--- config.mk ---
export PLATFORM = sky130hd
export DESIGN_NAME = logo_key_gen
export DESIGN_NICKNAME = d
export VERILOG_FILES = /design/src/rtl/logo_key_gen.sv
export SDC_FILE = /design/constraint.sdc
export NUM_CORES = 1
export LEC_CHECK = 0
export CORE_UTILIZATION = 50
export CTS_CLUSTER_SIZE = 20
export DETAILED_ROUTE_END_ITERATION = 8
export GPL_ROUTABILITY_DRIVEN = 0
export PLACE_DENSITY = 0.7
export SKIP_LAST_GASP = 1
export SLEW_MARGIN = 25
export SYNTH_ARGS = -nofsm -noshare
export SYNTH_HDL_FRONTEND = slang
export SYNTH_SLANG_ARGS = --single-unit
--- constraint.sdc ---
create_clock -name clk -period 6.43 [get_ports clk]
set_input_delay 0.9645 -clock clk [delete_from_list [all_inputs] [get_ports clk]]
set_output_delay 0.9645 -clock clk [all_outputs]
set_load 0.02 [all_outputs]
--- src/rtl/logo_key_gen.sv ---
// Logo blend-key generator: pixel position counters, logo window gating and a
// frame-synchronous fade envelope feeding a 2-stage alpha x level multiply.
module logo_key_gen #(
  parameter int H_START   = 16,
  parameter int V_START   = 8,
  parameter int LOGO_W    = 64,
  parameter int LOGO_H    = 32,
  parameter int FADE_STEP = 256
) (
  input  logic       clk,
  input  logic       reset,
  input  logic       frame_start,
  input  logic       line_start,
  input  logic       pix_valid,
  input  logic [9:0] logo_alpha,
  input  logic       logo_show,
  output logic [9:0] key_out,
  output logic       key_valid,
  output logic       fade_done,
  output logic [1:0] dbg_state,
  output logic [9:0] dbg_level
);

  typedef enum logic [1:0] {
    HIDDEN   = 2'd0,
    FADE_IN  = 2'd1,
    SHOWN    = 2'd2,
    FADE_OUT = 2'd3
  } fade_state_e;

  localparam logic [10:0] STEP    = 11'(FADE_STEP);
  localparam logic [10:0] LVL_MAX = 11'd1023;
  localparam logic [12:0] H_LO    = 13'(H_START);
  localparam logic [12:0] H_HI    = 13'(H_START + LOGO_W);
  localparam logic [12:0] V_LO    = 13'(V_START);
  localparam logic [12:0] V_HI    = 13'(V_START + LOGO_H);

  fade_state_e state_q, state_d;
  logic [9:0]  level_q, level_d;
  logic        fade_done_q, fade_done_d;
  logic [11:0] h_cnt_q, h_cnt_d, v_cnt_q, v_cnt_d;
  logic [11:0] col, line;
  logic        in_window;
  logic        pv_s1_q, win_s1_q;
  logic [9:0]  alpha_s1_q;
  logic        key_valid_q;
  logic [9:0]  key_out_q, key_d;
  logic [10:0] lvl_up;
  logic [9:0]  up_val, dn_val, step_val, shown_dn_val;
  logic        up_full, dn_zero;
  logic [19:0] prod;

  // The pixel's position accounts for a line_start/frame_start in the same cycle.
  always_comb begin
    col = line_start ? 12'd0 : h_cnt_q;
    if (line_start) line = frame_start ? 12'd0 : v_cnt_q + 12'd1;
    else            line = v_cnt_q;
    h_cnt_d = line_start ? 12'd0 : h_cnt_q;
    if (pix_valid) h_cnt_d = col + 12'd1;
    if (line_start)       v_cnt_d = line;
    else if (frame_start) v_cnt_d = 12'hFFF;
    else                  v_cnt_d = v_cnt_q;
    in_window = ({1'b0, col} >= H_LO) && ({1'b0, col} < H_HI) &&
                ({1'b0, line} >= V_LO) && ({1'b0, line} < V_HI);
  end

  always_comb begin
    lvl_up       = {1'b0, level_q} + STEP;
    up_full      = (lvl_up >= LVL_MAX);
    up_val       = up_full ? 10'd1023 : lvl_up[9:0];
    dn_zero      = ({1'b0, level_q} <= STEP);
    dn_val       = dn_zero ? 10'd0 : 10'({1'b0, level_q} - STEP);
    step_val     = (STEP >= LVL_MAX) ? 10'd1023 : STEP[9:0];
    shown_dn_val = (STEP >= LVL_MAX) ? 10'd0 : 10'(LVL_MAX - STEP);
  end

  // Fade envelope advances only on frame_start so a frame sees one level.
  always_comb begin
    state_d = state_q;
    level_d = level_q;
    if (frame_start) begin
      case (state_q)
        HIDDEN: if (logo_show) begin
          state_d = FADE_IN;
          level_d = step_val;
        end
        FADE_IN: if (!logo_show) begin
          state_d = FADE_OUT;
          level_d = dn_val;
        end else begin
          level_d = up_val;
          if (up_full) state_d = SHOWN;
        end
        SHOWN: if (!logo_show) begin
          state_d = FADE_OUT;
          level_d = shown_dn_val;
        end
        FADE_OUT: if (logo_show) begin
          state_d = FADE_IN;
          level_d = up_val;
        end else begin
          level_d = dn_val;
          if (dn_zero) state_d = HIDDEN;
        end
        default: state_d = HIDDEN;
      endcase
    end
    fade_done_d = frame_start && (state_d != state_q) &&
                  ((state_d == SHOWN) || (state_d == HIDDEN));
  end

  always_comb begin
    prod  = 20'(alpha_s1_q) * 20'(level_q);
    key_d = (pv_s1_q && win_s1_q) ? 10'(prod >> 10) : 10'd0;
  end

  always_ff @(posedge clk) begin
    if (reset) begin
      state_q     <= HIDDEN;
      level_q     <= 10'd0;
      fade_done_q <= 1'b0;
      h_cnt_q     <= 12'd0;
      v_cnt_q     <= 12'hFFF;
      pv_s1_q     <= 1'b0;
      win_s1_q    <= 1'b0;
      alpha_s1_q  <= 10'd0;
      key_valid_q <= 1'b0;
      key_out_q   <= 10'd0;
    end else begin
      state_q     <= state_d;
      level_q     <= level_d;
      fade_done_q <= fade_done_d;
      h_cnt_q     <= h_cnt_d;
      v_cnt_q     <= v_cnt_d;
      pv_s1_q     <= pix_valid;
      win_s1_q    <= in_window;
      alpha_s1_q  <= logo_alpha;
      key_valid_q <= pv_s1_q;
      key_out_q   <= key_d;
    end
  end

  assign key_out   = key_out_q;
  assign key_valid = key_valid_q;
  assign fade_done = fade_done_q;
  assign dbg_state = state_q;
  assign dbg_level = level_q;

endmodule

==> impl_metrics.tcl <==
set metrics [dict create \
    cp_top_family "adder cells" \
    postCtsResizedCells 0 \
    buffer_ports.inserted 39 \
    antenna_found_initial 0 \
    synth_cells 573 \
    fmaxAchievable_mhz 185 \
    final_std_cells_w_o_fill 732 \
    slew_viol_final 0 \
    floorplan.initialDensity_pct 51.6 \
    rsz0062_at_grt "false" \
    final_nets 723 \
    power.ir.vdd_worst_uv 105 \
    final_number_of_hold_violating_endpoints 0 \
    drt-initial-drc-count 151 \
    clkLatencyLatePin_ns 0.31 \
    detailedRoute.firstPassIterationCount 4 \
    critical_path.startpoint_type "flop" \
    worst_clock_skew_ns 0.00702 \
    htreeDepth 2 \
    cp_num_buf_inv 6 \
    cts-hold-fix-buffers 0 \
    postLayoutSetupSlackWorst_ns 1.03 \
    pre_cts_slack_ns 1.06 \
    cell_chain_critical_path "buf_4 > nand2_1 > fa_1 > inv_1 > fa_1 > inv_1 > fa_1 > inv_1 > fa_1 > inv_1 > fa_1 > inv_1 > ha_1 > a211oi_1 > nand3_1 > o21ai_0 > nand2_1 > a21oi_1 > mux2_2" \
    synth.avg_cell_area_um2 8.80 \
    mostFrequentLayoutCells "88 x inv_1, 60 x ha_1, 53 x dfxtp_1" \
    fillCellCount 874 \
    worst_pin_slew_ns 0.718 \
    place.detailed.instances 724 \
    width_of_the_die_um 102 \
    crit_type "flop to flop" \
    drt_drc_violations_left 0 \
    rows 36 \
    route.vias.total 3849 \
    power.density_nw_per_um2 132 \
    layout_worst_path_cycle_share_pct 84.0 \
    core_region_area_um2 9770 \
    outcome "finished, final reports clean" \
    cts_sinks 53 \
    first_global_vias 3760 \
    grt_overflow 0 \
    pin_count_of_the_biggest_net_entering_global_routing 31 \
    worst_setup_hold_path_clk_slew_ns 0.11 \
    drt-wirelength-per-cell_um 13.2 \
    dominantRegCellSynth "dfxtp_1" \
    cts_tree "yes" \
    synth.cell_area_um2 5040 \
    cp.arrival_ns 5.61 \
    yosys_register_bits 53 \
    cts-buffers-inserted 5 \
    ys_warn_count 0 \
    max-clock-path-buffers 2 \
    power.leakage_nw 2.77 \
    die_area_um2 10500 \
    maxCapViolations 0 \
    ys_types 56 \
    worstPathMaxFanout 21 \
    synth_enable_flop_cells 0 \
    antenna_diode_count 0 \
    via_per_inst 5.26 \
    layout_commonest_cell "inv_1" \
    ys_async_sr_fraction_pct 0 \
    post-cts-setup-buffers 0 \
    synth_sequential_area_ratio_pct 21.0 \
    relSlewSlack_pct 52.0 \
    synthesis.nets 698 \
    grt_pass1_wl_mm 16.5 \
    dieHeight_um 102 \
    slowest_stage "fa_1" \
    setup.worst_path.end_class "flop" \
    holdCritPathClass "flop to flop" \
    drtAntennaViolNets 0 \
    area_growth_syn_to_layout_pct 11.4 \
    final_critical_path_required_period_ns 5.40 \
    total_power_uw 739 \
    final_core_utilization_pct 57.5 \
    clock_tree.root_cell "clkbuf_8" \
    wirelength_mm 9.69 \
    setup-violations-final 0 \
    layout-drive-gt1-share_pct 4.51 \
    hpwlAfterDp_mm 7.91 \
    grtUsageTotal_pct 20.0 \
    setup_total_negative_slack_ns 0 \
    io-pin-count 40 \
    critical-path-max-stage-delay_ns 0.54 \
    worst_ep_required_time_ns 6.64 \
]
metrics by stage:
step | hold slack, ns | area [um2]
global route | 0.548 | 5620
finish | 0.513 | 5620
floorplan | 0.458 | 5040
detailed placement | 0.497 | 5490
CTS | 0.514 | 5620
global placement | 0.489 | 5490
worst reg2reg max path: cells and delay by family (launching register included):
| family | cells | cell delay [ns] |
|---|---|---|
| adders and majority gates | 6 | 2.85 |
| AOI/OAI and AO/OA | 3 | 0.76 |
| buffers and inverters | 6 | 0.51 |
| DFF | 1 | 0.41 |
| and+or+nand+nor | 3 | 0.39 |
| muxes | 1 | 0.35 |
kinds of logic after synthesis:
group / Yosys count / synth area share, %
AND/OR/NAND/NOR: 172 / 18.1
buffers and inverters: 113 / 9.26
adder cells (fa/ha/maj): 109 / 34.4
AO/OA/AOI/OAI: 98 / 12.2
flip-flops: 53 / 21.0
XOR/XNOR: 24 / 4.17
multiplexers: 4 / 0.819
routing by layer:
layer / up-vias / part of all wire, % / wire [um] / track usage, %
met5: - / 0 / 0 / 0
met4: 0 / 1.1 / 104 / 5.27
met3: 8 / 2.4 / 235 / 2.60
met2: 52 / 49 / 4710 / 34.1
met1: 1853 / 48 / 4640 / 26.7
li1: 1936 / - / - / -
synthesized netlist by cell type, types with 2 or more instances:
cell type | instances | area share, %
o21a_1 | 2 | 0.30
a21o_1 | 7 | 1.0
nand3_2 | 2 | 0.40
a21boi_0 | 2 | 0.30
nor2_1 | 37 | 2.8
nor4_1 | 3 | 0.37
nor2b_1 | 18 | 2.2
xnor2_1 | 14 | 2.4
nor3_1 | 14 | 1.4
clkbuf_1 | 14 | 1.0
fa_1 | 49 | 19
a211oi_1 | 7 | 1.0
inv_1 | 88 | 6.6
buf_4 | 7 | 1.0
dfxtp_1 | 53 | 21
nand2_1 | 42 | 3.1
ha_1 | 60 | 15
o21ai_0 | 26 | 2.6
and2_1 | 20 | 2.5
o31ai_1 | 6 | 0.89
nand3_1 | 10 | 0.99
nand2b_1 | 2 | 0.25
mux2i_1 | 3 | 0.60
o21bai_1 | 2 | 0.30
nor3_4 | 2 | 0.65
a31oi_1 | 6 | 0.74
or3_1 | 4 | 0.50
and4_1 | 3 | 0.52
and3_1 | 3 | 0.37
nand4_1 | 3 | 0.37
xor2_1 | 10 | 1.7
buf_1 | 2 | 0.15
a21oi_1 | 29 | 2.9
worst paths after layout:
check / from / endpoint / slack (ns) / depth (start not counted)
setup / recovery: dbg_level[6]$_SDFFE_PP0P_ / key_out[2]$_SDFF_PP0_ / 1.03 / 19
hold / removal: h_cnt_q[7]$_SDFF_PP0_ / h_cnt_q[7]$_SDFF_PP0_ / 0.51 / 2
setup reg to reg: dbg_level[6]$_SDFFE_PP0P_ / key_out[2]$_SDFF_PP0_ / 1.03 / 19
hold reg to reg: h_cnt_q[7]$_SDFF_PP0_ / h_cnt_q[7]$_SDFF_PP0_ / 0.51 / 2
area by class of cell:
| class | instances | area, um2 | share of cell area, % |
|---|---|---|---|
| inverters | 88 | 330 | 5.88 |
| multi-input cells | 407 | 3510 | 62.6 |
| clock inverters | 2 | 41.3 | 0.735 |
| well taps | 133 | 166 | 2.96 |
| clock buffers | 6 | 82.6 | 1.47 |
| repair buffers | 43 | 420 | 7.49 |
| flip-flops and latches | 53 | 1060 | 18.9 |
where the power goes:
part / switching (mW) / total (mW) / internal, mW
Clock: 0.124 / 0.253 / 0.130
Combinational: 0.0725 / 0.130 / 0.0579
Sequential: 0.0157 / 0.356 / 0.340
state kept, by name, indices dropped and copies added, names as in the netlist:
signal	flops
v_cnt_q	12
dbg_level	3
pv_s1_q	1
fade_done	1
key_out	10
win_s1_q	1
h_cnt_q	12
alpha_s1_q	10
dbg_state	2
key_valid	1
Note: power is estimated with default switching activity, not from simulation.
==> RTL edit: new RTL, config.mk and constraints unchanged <==
`key_out_q` no longer has a reset.
--- a/src/rtl/logo_key_gen.sv
+++ b/src/rtl/logo_key_gen.sv
@@ -127,3 +127,2 @@
       key_valid_q <= 1'b0;
-      key_out_q   <= 10'd0;
     end else begin
@@ -138,4 +137,7 @@
       key_valid_q <= pv_s1_q;
-      key_out_q   <= key_d;
     end
+  end
+
+  always_ff @(posedge clk) begin
+    key_out_q <= key_d;
   end
Function: same outputs for any inputs over 10 cycles, from zero or initial values and one cycle with reset high; that may be too few to reach the edited logic, so the function may still have changed.
==> RTL edit against the original RTL <==
Synthesized area barely moved; wire length fell by 1.1%; cell area fell by 0.65%; sequential cell count did not move; clock skew rose by 2.9 ps; power fell by 4.3%; setup slack improved by 200 ps; critical endpoint is now key_out[6]$_SDFF_PN0_; largest cell class unchanged.
==> RTL edit: results <==
[final_layout]
drive_gt1_frac = 0.0492
stdcell_count = 722
nets = 714

[yosys]
ys_top_cells_by_area = "dfxtp_1, fa_1, ha_1"
synth_common_cells = "inv_1, ha_1, dfxtp_1"
synth_nets = 693
yosysSeqAreaShare = 0.211
postSynthCellCount = 568
ys_types = 59
async_flop_share = 0

[timing]
whs_ps = 505
tightest_slew_ps = 918
fin_skew_ps = 9.90

[critical_path]
cp.arrival_ps = 5450
reg2reg_depth = 17
critPathMaxFanout = 6
reg2reg_to = "key_out[6]$_SDFF_PN0_"
rrSetupSlack_ps = 1230

[grt]
grt_first_pass_wirelength_um = 16500
antenna_found_initial = 0
grt_max_degree = 37
grt_usage = 0.197
grt_pass1_vias = 3750

[detailed_routing]
wl_per_cell_um = 13.3
drt-initial-drc-count = 74
viasPerCell = 5.22

[cts]
post_cts_resized = 0
post-cts-setup-buffers = 0
cts_htree_levels = 2
clk_path_buf_depth = 2
clk_pin_slew_ps = 100

[power]
p_leak_nw = 2.78
power_switching_share = 0.276
ir_drop_mv = 0.0983

[placed_design]
post_dp_cell_area_um2 = 5470
dp_hpwl_um = 7850

[outcome]
run_status = "finished, final reports clean"

[worst_hold_path]
hold_start = "h_cnt_q[8]$_SDFF_PP0_"
worstHoldPathCells = 2
hold_end = "h_cnt_q[8]$_SDFF_PP0_"
-- RTL edit: cell types whose count changed in the layout (fill, tap and decap cells not counted), sizes merged, moves of 5 or more --
| cell | change |
|---|---|
| nand2 | -7 |
| nand4 | +7 |
| or2 | +7 |
| a211oi | -6 |
| nor2 | -6 |
| o21ai | -6 |
| inv | -5 |
-- RTL edit: area by class of cell --
class / instances / area, um^2
clock buffer: 5 / 68.8
clock inverter: 2 / 38.8
fill: 904 / 4200
inverter: 83 / 312
multi-input combinational: 405 / 3530
sequential: 53 / 1060
tap: 133 / 166
timing repair buffer: 41 / 405
-- RTL edit: power groups by stage --
stage | Sequential [W] | Combinational [W] | Clock (W)
detailed placement | 0.000366 | 0.000122 | 0
finish | 0.000359 | 0.000122 | 0.000227
floorplan | 0.000361 | 0.0000946 | 0
global placement | 0.000366 | 0.000120 | 0
CTS | 0.000359 | 0.000123 | 0.000235
global route | 0.000362 | 0.000140 | 0.000248
-- RTL edit: kinds of logic after synthesis --
group                      share of synthesized area
muxes                                        0.00596
AOI/OAI and AO/OA                              0.130
and+or+nand+nor                                0.178
xor gates and xnor gates                      0.0417
adders and majority gates                      0.344
buffers and inverters                         0.0894
DFF                                            0.211
-- RTL edit: metal layers --
layer	vias up	track usage	share of wire
li1	1904	-	-
met1	1826	0.255	0.46
met2	34	0.356	0.52
met3	6	0.0226	0.018
met4	0	0.0363	0.0078
met5	-	0	0
-- RTL edit: worst max-delay path, stage by stage, from the launching register on --
cell and delay [ps]:
dfxtp_1 410, nand2_1 250, fa_1 610, inv_1 80, fa_1 540, inv_1 50
fa_1 470, inv_1 60, fa_1 540, inv_1 50, fa_1 500, inv_1 40
ha_1 330, o21a_1 180, o211a_1 230, a2111oi_0 490, o21ai_0 170, a21oi_1 140
-- RTL edit: worst max-delay path by stage --
stage | end | slack [ps] | depth (start not counted)
finish | key_out[6]$_SDFF_PN0_ | 1230 | 17
global route | key_out[7]$_SDFF_PN0_ | 1010 | 18
CTS | key_out[6]$_SDFF_PN0_ | 1210 | 17
detailed placement | key_out[6]$_SDFF_PN0_ | 1220 | 17
global placement | key_out[6]$_SDFF_PN0_ | 1360 | 17
floorplan | key_out[6]$_SDFF_PN0_ | 1080 | 18
-- RTL edit: through the flow --
step | power, W | util
6_report | 0.000708 | 0.571
5_1_grt | 0.000749 | 0.571
4_1_cts | 0.000718 | 0.571
3_5_place_dp | 0.000489 | 0.560
3_3_place_gp | 0.000485 | 0.560
2_1_floorplan | 0.000455 | -
